## src/rtl/spi_pkg.sv

```systemverilog
// Shared definitions for the SPI APB transfer sequencer: register map,
// SR bit positions, FSM state encoding and the APB request payload.
// Optional feature macro: SPI_SEQ_INIT_EN (adds INIT_S/INIT_A states).
package spi_pkg;

    localparam logic [2:0] ADDR_CR1 = 3'd0;
    localparam logic [2:0] ADDR_CR2 = 3'd1;
    localparam logic [2:0] ADDR_BR  = 3'd2;
    localparam logic [2:0] ADDR_SR  = 3'd3;
    localparam logic [2:0] ADDR_DR  = 3'd5;

    localparam int unsigned SR_SPIF  = 7;
    localparam int unsigned SR_SPTEF = 5;
    localparam int unsigned SR_MODF  = 4;

    localparam int unsigned STATE_W = 4;

    localparam logic [3:0] ARB    = 4'd0;
    localparam logic [3:0] WR_S   = 4'd1;
    localparam logic [3:0] WR_A   = 4'd2;
    localparam logic [3:0] PL_S   = 4'd3;
    localparam logic [3:0] PL_A   = 4'd4;
    localparam logic [3:0] RD_S   = 4'd5;
    localparam logic [3:0] RD_A   = 4'd6;
    localparam logic [3:0] FIN    = 4'd7;
`ifdef SPI_SEQ_INIT_EN
    localparam logic [3:0] INIT_S = 4'd8;
    localparam logic [3:0] INIT_A = 4'd9;
`endif

    typedef struct packed {
        logic       sel;
        logic       enable;
        logic       write;
        logic [2:0] addr;
        logic [7:0] wdata;
    } apb_req_t;

endpackage

```

## src/rtl/spi_apb_xfer_sequencer_if.sv

```systemverilog
// Client request/response and APB master signals of the transfer sequencer.
interface spi_apb_xfer_sequencer_if #(
    parameter int unsigned NREQ = 2
);
    logic [NREQ-1:0]   req_i;
    logic [8*NREQ-1:0] wdata_i;
    logic [NREQ-1:0]   gnt_o;
    logic [NREQ-1:0]   done_o;
    logic [7:0]        rdata_o;
    logic              err_o;
    logic              busy_o;
    logic              PSEL_o;
    logic              PENABLE_o;
    logic              PWRITE_o;
    logic [2:0]        PADDR_o;
    logic [7:0]        PWDATA_o;
    logic [7:0]        PRDATA_i;
    logic              PREADY_i;
    logic              PSLVERR_i;

    modport master (
        input  req_i, wdata_i, PRDATA_i, PREADY_i, PSLVERR_i,
        output gnt_o, done_o, rdata_o, err_o, busy_o,
               PSEL_o, PENABLE_o, PWRITE_o, PADDR_o, PWDATA_o
    );

    modport slave (
        output req_i, wdata_i, PRDATA_i, PREADY_i, PSLVERR_i,
        input  gnt_o, done_o, rdata_o, err_o, busy_o,
               PSEL_o, PENABLE_o, PWRITE_o, PADDR_o, PWDATA_o
    );
endinterface

```

## src/rtl/spi_rr_arbiter.sv

```systemverilog
// Round-robin arbiter: first set request at or after the pointer wins;
// the pointer moves past the winner only when the grant is accepted.
module spi_rr_arbiter #(
    parameter int unsigned NREQ = 2,
    localparam int unsigned IW  = (NREQ > 1) ? $clog2(NREQ) : 1
) (
    input  logic            PCLK,
    input  logic            PRESET,
    input  logic [NREQ-1:0] req,
    input  logic            accept,
    output logic            valid_c,
    output logic [NREQ-1:0] gnt_c,
    output logic [IW-1:0]   idx_c
);

    logic [IW-1:0] ptr_q;
    int            k;

    // Scan downwards so the lowest offset from the pointer is the last write.
    always_comb begin
        valid_c = 1'b0;
        idx_c   = '0;
        k       = 0;
        for (int i = int'(NREQ) - 1; i >= 0; i--) begin
            k = (int'(ptr_q) + i) % int'(NREQ);
            if (req[IW'(k)]) begin
                valid_c = 1'b1;
                idx_c   = IW'(k);
            end
        end
        gnt_c = valid_c ? (NREQ'(1) << idx_c) : '0;
    end

    // Pointer advances to winner+1 (mod NREQ) on an accepted grant.
    always_ff @(posedge PCLK or posedge PRESET) begin
        if (PRESET) begin
            ptr_q <= '0;
        end else if (accept) begin
            ptr_q <= (idx_c == IW'(NREQ - 1)) ? '0 : IW'(idx_c + 1'b1);
        end
    end

endmodule

```

## src/rtl/spi_apb_xfer_sequencer.sv

```systemverilog
// APB master sharing the SPI register block among NREQ byte requesters:
// arbitrate, write DR, poll SR for completion, read DR, report to winner.
// Optional feature macro: SPI_SEQ_INIT_EN writes CR1/CR2/BR after reset.
module spi_apb_xfer_sequencer
    import spi_pkg::*;
#(
    parameter int unsigned NREQ      = 2,
    parameter logic [7:0]  POLL_MASK = 8'(1 << SR_SPIF),
    parameter int unsigned POLL_MAX  = 16,
    parameter int unsigned RETRY_MAX = 3
`ifdef SPI_SEQ_INIT_EN
    ,
    parameter logic [7:0]  CR1_INIT  = 8'h54,
    parameter logic [7:0]  CR2_INIT  = 8'h00,
    parameter logic [7:0]  BR_INIT   = 8'h00
`endif
) (
    input  logic PCLK,
    input  logic PRESET,
    spi_apb_xfer_sequencer_if.master bus
);

    localparam int unsigned IW = (NREQ > 1) ? $clog2(NREQ) : 1;
    localparam int unsigned PW = $clog2(POLL_MAX + 1);
    localparam int unsigned RW = $clog2(RETRY_MAX + 1);

    logic [STATE_W-1:0] state_q, state_d;
    logic [IW-1:0]      idx_q, idx_d;
    logic [7:0]         byte_q, byte_d;
    logic [RW-1:0]      retry_q, retry_d;
    logic [PW-1:0]      poll_q, poll_d;
    logic [7:0]         res_q, res_d;
    logic               res_err_q, res_err_d;
    apb_req_t           apb_q, apb_d;
    logic [NREQ-1:0]    gnt_q, gnt_d;
    logic [NREQ-1:0]    done_q, done_d;
    logic [7:0]         rdata_q, rdata_d;
    logic               err_q, err_d;
    logic               busy_q, busy_d;
    logic               arb_accept_c;
    logic               arb_valid_c;
    logic [NREQ-1:0]    arb_gnt_c;
    logic [IW-1:0]      arb_idx_c;
`ifdef SPI_SEQ_INIT_EN
    logic [1:0]         init_cnt_q, init_cnt_d;
    logic               init_done_q, init_done_d;
    logic [7:0]         init_byte_c;
`endif

    spi_rr_arbiter #(.NREQ(NREQ)) u_arb (
        .PCLK    (PCLK),
        .PRESET  (PRESET),
        .req     (bus.req_i),
        .accept  (arb_accept_c),
        .valid_c (arb_valid_c),
        .gnt_c   (arb_gnt_c),
        .idx_c   (arb_idx_c)
    );

    // State, datapath and registered outputs.
    always_ff @(posedge PCLK or posedge PRESET) begin
        if (PRESET) begin
            state_q     <= ARB;
            idx_q       <= '0;
            byte_q      <= '0;
            retry_q     <= '0;
            poll_q      <= '0;
            res_q       <= '0;
            res_err_q   <= 1'b0;
            apb_q       <= '0;
            gnt_q       <= '0;
            done_q      <= '0;
            rdata_q     <= '0;
            err_q       <= 1'b0;
            busy_q      <= 1'b0;
`ifdef SPI_SEQ_INIT_EN
            init_cnt_q  <= '0;
            init_done_q <= 1'b0;
`endif
        end else begin
            state_q     <= state_d;
            idx_q       <= idx_d;
            byte_q      <= byte_d;
            retry_q     <= retry_d;
            poll_q      <= poll_d;
            res_q       <= res_d;
            res_err_q   <= res_err_d;
            apb_q       <= apb_d;
            gnt_q       <= gnt_d;
            done_q      <= done_d;
            rdata_q     <= rdata_d;
            err_q       <= err_d;
            busy_q      <= busy_d;
`ifdef SPI_SEQ_INIT_EN
            init_cnt_q  <= init_cnt_d;
            init_done_q <= init_done_d;
`endif
        end
    end

    // Next-state, transfer bookkeeping and pulse outputs.
    always_comb begin
        state_d      = state_q;
        idx_d        = idx_q;
        byte_d       = byte_q;
        retry_d      = retry_q;
        poll_d       = poll_q;
        res_d        = res_q;
        res_err_d    = res_err_q;
        gnt_d        = '0;
        done_d       = '0;
        rdata_d      = rdata_q;
        err_d        = err_q;
        arb_accept_c = 1'b0;
`ifdef SPI_SEQ_INIT_EN
        init_cnt_d   = init_cnt_q;
        init_done_d  = init_done_q;
`endif
        case (state_q)
            ARB: begin
`ifdef SPI_SEQ_INIT_EN
                if (!init_done_q) state_d = INIT_S;
                else
`endif
                if (arb_valid_c) begin
                    arb_accept_c = 1'b1;
                    idx_d        = arb_idx_c;
                    byte_d       = bus.wdata_i[{arb_idx_c, 3'b000} +: 8];
                    gnt_d        = arb_gnt_c;
                    res_d        = '0;
                    res_err_d    = 1'b0;
                    retry_d      = '0;
                    poll_d       = '0;
                    state_d      = WR_S;
                end
            end
            WR_S: state_d = WR_A;
            WR_A: begin
                if (bus.PREADY_i) begin
                    if (!bus.PSLVERR_i) begin
                        state_d = PL_S;
                    end else if (retry_q == RW'(RETRY_MAX)) begin
                        res_err_d = 1'b1;
                        res_d     = '0;
                        state_d   = FIN;
                    end else begin
                        retry_d = retry_q + 1'b1;
                        state_d = WR_S;
                    end
                end
            end
            PL_S: state_d = PL_A;
            PL_A: begin
                if (bus.PREADY_i) begin
                    if (!bus.PSLVERR_i && ((bus.PRDATA_i & POLL_MASK) != 8'h00)) begin
                        state_d = RD_S;
                    end else if (poll_q == PW'(POLL_MAX - 1)) begin
                        res_err_d = 1'b1;
                        res_d     = '0;
                        state_d   = FIN;
                    end else begin
                        poll_d  = poll_q + 1'b1;
                        state_d = PL_S;
                    end
                end
            end
            RD_S: state_d = RD_A;
            RD_A: begin
                if (bus.PREADY_i) begin
                    res_d = bus.PRDATA_i;
                    if (bus.PSLVERR_i) res_err_d = 1'b1;
                    state_d = FIN;
                end
            end
            FIN: begin
                done_d  = NREQ'(1) << idx_q;
                rdata_d = res_q;
                err_d   = res_err_q;
                retry_d = '0;
                poll_d  = '0;
                state_d = ARB;
            end
`ifdef SPI_SEQ_INIT_EN
            INIT_S: state_d = INIT_A;
            INIT_A: begin
                if (bus.PREADY_i) begin
                    if (init_cnt_q == 2'd2) begin
                        init_done_d = 1'b1;
                        state_d     = ARB;
                    end else begin
                        init_cnt_d = init_cnt_q + 1'b1;
                        state_d    = INIT_S;
                    end
                end
            end
`endif
            default: state_d = ARB;
        endcase
        busy_d = (state_d != ARB);
    end

`ifdef SPI_SEQ_INIT_EN
    // Configuration byte for the current init register.
    always_comb begin
        case (init_cnt_d)
            2'd0:    init_byte_c = CR1_INIT;
            2'd1:    init_byte_c = CR2_INIT;
            default: init_byte_c = BR_INIT;
        endcase
    end
`endif

    // APB drive decoded from the next state so it lines up with the state register.
    always_comb begin
        apb_d = '0;
        case (state_d)
            WR_S, WR_A: begin
                apb_d.sel    = 1'b1;
                apb_d.enable = (state_d == WR_A);
                apb_d.write  = 1'b1;
                apb_d.addr   = ADDR_DR;
                apb_d.wdata  = byte_d;
            end
            PL_S, PL_A: begin
                apb_d.sel    = 1'b1;
                apb_d.enable = (state_d == PL_A);
                apb_d.addr   = ADDR_SR;
            end
            RD_S, RD_A: begin
                apb_d.sel    = 1'b1;
                apb_d.enable = (state_d == RD_A);
                apb_d.addr   = ADDR_DR;
            end
`ifdef SPI_SEQ_INIT_EN
            INIT_S, INIT_A: begin
                apb_d.sel    = 1'b1;
                apb_d.enable = (state_d == INIT_A);
                apb_d.write  = 1'b1;
                apb_d.addr   = ADDR_CR1 + {1'b0, init_cnt_d};
                apb_d.wdata  = init_byte_c;
            end
`endif
            default: apb_d = '0;
        endcase
    end

    assign bus.gnt_o     = gnt_q;
    assign bus.done_o    = done_q;
    assign bus.rdata_o   = rdata_q;
    assign bus.err_o     = err_q;
    assign bus.busy_o    = busy_q;
    assign bus.PSEL_o    = apb_q.sel;
    assign bus.PENABLE_o = apb_q.enable;
    assign bus.PWRITE_o  = apb_q.write;
    assign bus.PADDR_o   = apb_q.addr;
    assign bus.PWDATA_o  = apb_q.wdata;

endmodule

```

## src/flat_wrapper.sv

```systemverilog
// flat-port wrapper written by rule: the top's interface ports become plain ports
module spi_apb_xfer_sequencer_flat import spi_pkg::*;
#(
    parameter int unsigned NREQ      = 2,
    parameter logic [7:0]  POLL_MASK = 8'(1 << SR_SPIF),
    parameter int unsigned POLL_MAX  = 16,
    parameter int unsigned RETRY_MAX = 3

)
  (PCLK, PRESET, bus_req_i, bus_wdata_i, bus_PRDATA_i, bus_PREADY_i, bus_PSLVERR_i, bus_gnt_o, bus_done_o, bus_rdata_o, bus_err_o, bus_busy_o, bus_PSEL_o, bus_PENABLE_o, bus_PWRITE_o, bus_PADDR_o, bus_PWDATA_o);
  spi_apb_xfer_sequencer_if #(.NREQ(NREQ)) bus_i ();
  input  logic PCLK;
  input  logic PRESET;
  input wire logic [$bits(bus_i.req_i)-1:0] bus_req_i;
  input wire logic [$bits(bus_i.wdata_i)-1:0] bus_wdata_i;
  input wire logic [$bits(bus_i.PRDATA_i)-1:0] bus_PRDATA_i;
  input wire logic [$bits(bus_i.PREADY_i)-1:0] bus_PREADY_i;
  input wire logic [$bits(bus_i.PSLVERR_i)-1:0] bus_PSLVERR_i;
  output wire logic [$bits(bus_i.gnt_o)-1:0] bus_gnt_o;
  output wire logic [$bits(bus_i.done_o)-1:0] bus_done_o;
  output wire logic [$bits(bus_i.rdata_o)-1:0] bus_rdata_o;
  output wire logic [$bits(bus_i.err_o)-1:0] bus_err_o;
  output wire logic [$bits(bus_i.busy_o)-1:0] bus_busy_o;
  output wire logic [$bits(bus_i.PSEL_o)-1:0] bus_PSEL_o;
  output wire logic [$bits(bus_i.PENABLE_o)-1:0] bus_PENABLE_o;
  output wire logic [$bits(bus_i.PWRITE_o)-1:0] bus_PWRITE_o;
  output wire logic [$bits(bus_i.PADDR_o)-1:0] bus_PADDR_o;
  output wire logic [$bits(bus_i.PWDATA_o)-1:0] bus_PWDATA_o;
  assign bus_i.req_i = bus_req_i;
  assign bus_i.wdata_i = bus_wdata_i;
  assign bus_i.PRDATA_i = bus_PRDATA_i;
  assign bus_i.PREADY_i = bus_PREADY_i;
  assign bus_i.PSLVERR_i = bus_PSLVERR_i;
  assign bus_gnt_o = bus_i.gnt_o;
  assign bus_done_o = bus_i.done_o;
  assign bus_rdata_o = bus_i.rdata_o;
  assign bus_err_o = bus_i.err_o;
  assign bus_busy_o = bus_i.busy_o;
  assign bus_PSEL_o = bus_i.PSEL_o;
  assign bus_PENABLE_o = bus_i.PENABLE_o;
  assign bus_PWRITE_o = bus_i.PWRITE_o;
  assign bus_PADDR_o = bus_i.PADDR_o;
  assign bus_PWDATA_o = bus_i.PWDATA_o;
  spi_apb_xfer_sequencer #(.NREQ(NREQ), .POLL_MASK(POLL_MASK), .POLL_MAX(POLL_MAX), .RETRY_MAX(RETRY_MAX)) u_core (.PCLK(PCLK), .PRESET(PRESET), .bus(bus_i));
endmodule
```

## config.mk

```make
export PLATFORM = sky130hd
export DESIGN_NAME = spi_apb_xfer_sequencer_flat
export DESIGN_NICKNAME = d
export VERILOG_FILES = /design/src/rtl/spi_pkg.sv /design/src/rtl/spi_apb_xfer_sequencer_if.sv /design/src/rtl/spi_rr_arbiter.sv /design/src/rtl/spi_apb_xfer_sequencer.sv /design/src/flat_wrapper.sv
export SDC_FILE = /design/constraint.sdc
export NUM_CORES = 1
export LEC_CHECK = 0
export BUFFER_PORTS_ARGS = -buffer_cell sky130_fd_sc_hd__buf_2
export CORE_AREA = 2 2 76 78
export DETAILED_ROUTE_END_ITERATION = 10
export DIE_AREA = 0 0 78 80
export PLACE_DENSITY = 0.79
export SYNTH_ARGS = -nofsm -noshare
export SYNTH_HDL_FRONTEND = slang
export SYNTH_SLANG_ARGS = --single-unit
```

## constraint.sdc

```tcl
create_clock -name PCLK -period 1.9 [get_ports PCLK]
set_input_delay 0.285 -clock PCLK [delete_from_list [all_inputs] [get_ports PCLK]]
set_output_delay 0.285 -clock PCLK [all_outputs]
set_load 0.05 [all_outputs]
```

==> flow_metrics.py <==
metrics = {
    "outcome": {
        "status": "finished clean",
    },
    "timing": {
        "post-route-min-period_ps": 1850,
        "slew_headroom_pct": 64.6,
        "fin_worst_skew_ps": 3.58,
        "hold-worst-slack_ps": 7.40,
        "final-hold-violation-count": 0,
        "finalSetupViolCount": 0,
        "finalCritPeriodShare_pct": 97.6,
        "upper_clock_frequency_limit_mhz": 539,
        "final_max_slew_viol_count": 0,
        "grt_setup_unrepaired": "yes",
        "worstMarginPinSlew_ps": 529,
    },
    "clock_tree": {
        "cts_tree": "yes",
        "total_of_hold_buffers_inserted_after_clock_tree_synthesis": 0,
        "cts-buffers-inserted": 9,
        "worstSkewPairLatency_ps": 320,
        "ctsLongestPathBuffers": 2,
        "h-tree-depth": 3,
        "clock_tree.root_cell": "sky130_fd_sc_hd__clkbuf_8",
        "clk_pin_slew_ps": 60,
        "cts_sinks": 58,
    },
    "grt": {
        "grt_max_degree": 59,
        "congestion_overflow_gr": 0,
        "antenna_found_initial": 0,
        "via_count_of_the_first_global_routing_pass": 1847,
        "grt_first_pass_wirelength_mm": 8.24,
        "gr-usage-all-layers_pct": 17.1,
    },
    "yosys": {
        "synth_cells": 230,
        "synth_cell_types": 47,
        "ys_async_sr_fraction_pct": 100,
        "synth.net_count": 263,
        "synth_seq_area_share_pct": 57.1,
        "ys.flop_type": "sky130_fd_sc_hd__dfrtp_1",
        "synth_warnings": 0,
        "ys_seq_elements": 58,
        "ys_top_cells_by_area": "sky130_fd_sc_hd__dfrtp_1 (57%), sky130_fd_sc_hd__mux2i_1 (4.3%), sky130_fd_sc_hd__o21ai_0 (3.3%)",
        "yosys.area.top_type": "sky130_fd_sc_hd__dfrtp_1",
        "postSynthAreaPerCell_sq_um": 11.1,
        "number_of_enable_type_register_cells_in_the_synthesized_netlist": 0,
        "netlist.area_leader.share_pct": 57.1,
        "mapped_cell_area_sq_um": 2540,
    },
    "worst_setup_path": {
        "rr_endpoint": "u_core.res_err_q$_DFFE_PP0P_",
        "critical_path.reg2reg.startpoint": "u_core.state_q[0]$_DFF_PP0_",
        "ff2ff_path_depth": 6,
        "critical_path_required_ps": 2110,
        "crit_path_start_kind": "flop",
        "cp_max_fo": 8,
        "reg2reg_slack_ps": 50,
        "critPathKind": "reg -> reg",
        "crit_path_end_kind": "flop",
        "arrival_ps": 2060,
    },
    "routing": {
        "detail_route.iter0.violations": 101,
        "route.detailed.drc": 0,
        "routed_wire_length_mm": 5.02,
        "dr.pass1.iters": 4,
        "routed_wire_length_per_instance_microns": 13.1,
        "drt-vias-per-instance": 5.11,
        "antenna_violating_nets_post_route": 0,
        "vias": 1951,
    },
    "cells_and_area": {
        "layout-area-overhead-vs-synth_pct": 28.1,
        "mostFrequentLayoutCell": "sky130_fd_sc_hd__dfrtp_1",
        "layout_common_cells": "sky130_fd_sc_hd__dfrtp_1 (57), sky130_fd_sc_hd__buf_2 (56), sky130_fd_sc_hd__nor2_1 (18)",
        "antenna-diode-count": 0,
        "drive_gt1_share_pct": 38.7,
        "nets": 339,
    },
    "min_path": {
        "class_of_the_worst_hold_path": "in -> async",
    },
    "floorplan": {
        "die-width_microns": 78,
        "core-area_sq_um": 5410,
        "io_pins": 58,
        "num_rows": 27,
        "die-area_sq_um": 6240,
        "die_h_microns": 80,
        "starting_density_of_the_core_pct": 47.1,
    },
    "place": {
        "placement.io_buffers": 56,
        "gpl.final_weighted_congestion": 0.924,
        "half_perimeter_wire_length_after_detailed_placement_mm": 3.34,
    },
    "power": {
        "p_leak_uw": 0.00160,
        "power.density_nw_per_um2": 954,
        "overall_power_consumption_uw": 3110,
        "power.ir.vdd_worst_mv": 0.405,
    },
    "job": {
        "number_of_max_cap_violations": 0,
    },
}
==> registers in the layout, indices dropped and copies added, names as in the netlist, 3 cells and up <==
signal               cells
u_core.poll_q            5
u_core.bus.rdata_o       8
u_core.bus.PADDR_o       3
u_core.res_q             8
u_core.byte_q            8
u_core.bus.PWDATA_o      8
u_core.state_q           4
==> critical path, stage by stage (launching register included) <==
cell and delay [ps]:
sky130_fd_sc_hd__dfrtp_1 470, sky130_fd_sc_hd__or4b_1 560, sky130_fd_sc_hd__a21oi_1 260, sky130_fd_sc_hd__a2111oi_4 100, sky130_fd_sc_hd__buf_4 180, sky130_fd_sc_hd__a21oi_1 120
sky130_fd_sc_hd__nor2_1 50
==> per-stage QoR <==
| step | TNS [ps] | cell area [sq um] | setup slack, ps | utilization (%) | std cells |
|---|---|---|---|---|---|
| 3_3_place_gp | -282 | 2950 | -39.0 | 54.6 | 360 |
| 6_report | 0 | 3260 | 45.8 | 60.3 | 382 |
| 5_1_grt | -219 | 3260 | -33.3 | 60.3 | 382 |
| 3_5_place_dp | -1290 | 2950 | -99.9 | 54.6 | 360 |
| 4_1_cts | 0 | 3180 | 4.09 | 58.9 | 380 |
| 2_1_floorplan | 0 | 2540 | 16.5 | - | 230 |
==> synthesized netlist by cell type (3+ instances only) <==
cell type / n
sky130_fd_sc_hd__a21oi_1: 16
sky130_fd_sc_hd__and2_1: 3
sky130_fd_sc_hd__clkbuf_1: 3
sky130_fd_sc_hd__dfrtp_1: 58
sky130_fd_sc_hd__ha_1: 3
sky130_fd_sc_hd__inv_1: 18
sky130_fd_sc_hd__mux2_2: 3
sky130_fd_sc_hd__mux2i_1: 11
sky130_fd_sc_hd__nand2_1: 12
sky130_fd_sc_hd__nand2b_1: 4
sky130_fd_sc_hd__nand3_1: 10
sky130_fd_sc_hd__nor2_1: 18
sky130_fd_sc_hd__nor2b_2: 8
sky130_fd_sc_hd__nor3_1: 4
sky130_fd_sc_hd__o21ai_0: 17
sky130_fd_sc_hd__o22ai_1: 3
==> repair_timing <==
item,4_1_cts,5_1_grt
buffers inserted,4,2
gates cloned,1,0
endpoints found under the setup margin,22,27
resized for setup,4,14
pin swaps,2,1
==> kinds of logic after synthesis <==
family / count (synthesis) / synth area share (%)
adder cells (fa/ha/maj): 3 / 1.48
other: 1 / 0.147
AO/OA/AOI/OAI: 47 / 11.7
multiplexers: 15 / 6.10
flip-flops: 58 / 57.1
XOR/XNOR: 1 / 0.344
buffers and inverters: 27 / 4.97
AND/OR/NAND/NOR: 78 / 18.2
==> worst max-delay path by stage <==
stage	from	endpoint	slack [ps]	depth (start not counted)
finish	u_core.state_q[0]$_DFF_PP0_	u_core.res_err_q$_DFFE_PP0P_	50	6
global route	u_core.poll_q[0]$_DFFE_PP0P_	u_core.poll_q[3]$_DFFE_PP0P_	-30	9
CTS	u_core.poll_q[0]$_DFFE_PP0P_	u_core.poll_q[3]$_DFFE_PP0P_	4	9
detailed placement	u_core.poll_q[0]$_DFFE_PP0P_	u_core.bus.PWDATA_o[2]$_DFF_PP0_	-100	7
global placement	u_core.poll_q[0]$_DFFE_PP0P_	u_core.bus.PWDATA_o[2]$_DFF_PP0_	-40	7
floorplan	u_core.poll_q[0]$_DFFE_PP0P_	u_core.poll_q[2]$_DFFE_PP0P_	20	8
==> final cells by class <==
| class | count | area [sq um] |
|---|---|---|
| clock buffer | 13 | 159 |
| sequential | 58 | 1450 |
| timing repair buffer | 73 | 424 |
| fill | 440 | 2150 |
| clock inverter | 2 | 12.5 |
| inverter | 18 | 67.6 |
| tap | 72 | 90.1 |
| multi-input combinational | 146 | 1050 |
==> layer usage <==
metal	track usage [%]	part of all wire (%)	vias up
li1	-	-	942
met1	21.5	43	948
met2	27.9	51	53
met3	4.75	4.8	8
met4	7.19	1.5	0
met5	0	0	-
==> where the power goes <==
group / switching (uW) / total, uW / internal [uW]
sequential: 57.4 / 1430 / 1380
clock: 443 / 978 / 535
combinational: 455 / 697 / 242
total: 956 / 3110 / 2150
No activity file was read; power rests on OpenSTA's default activity.
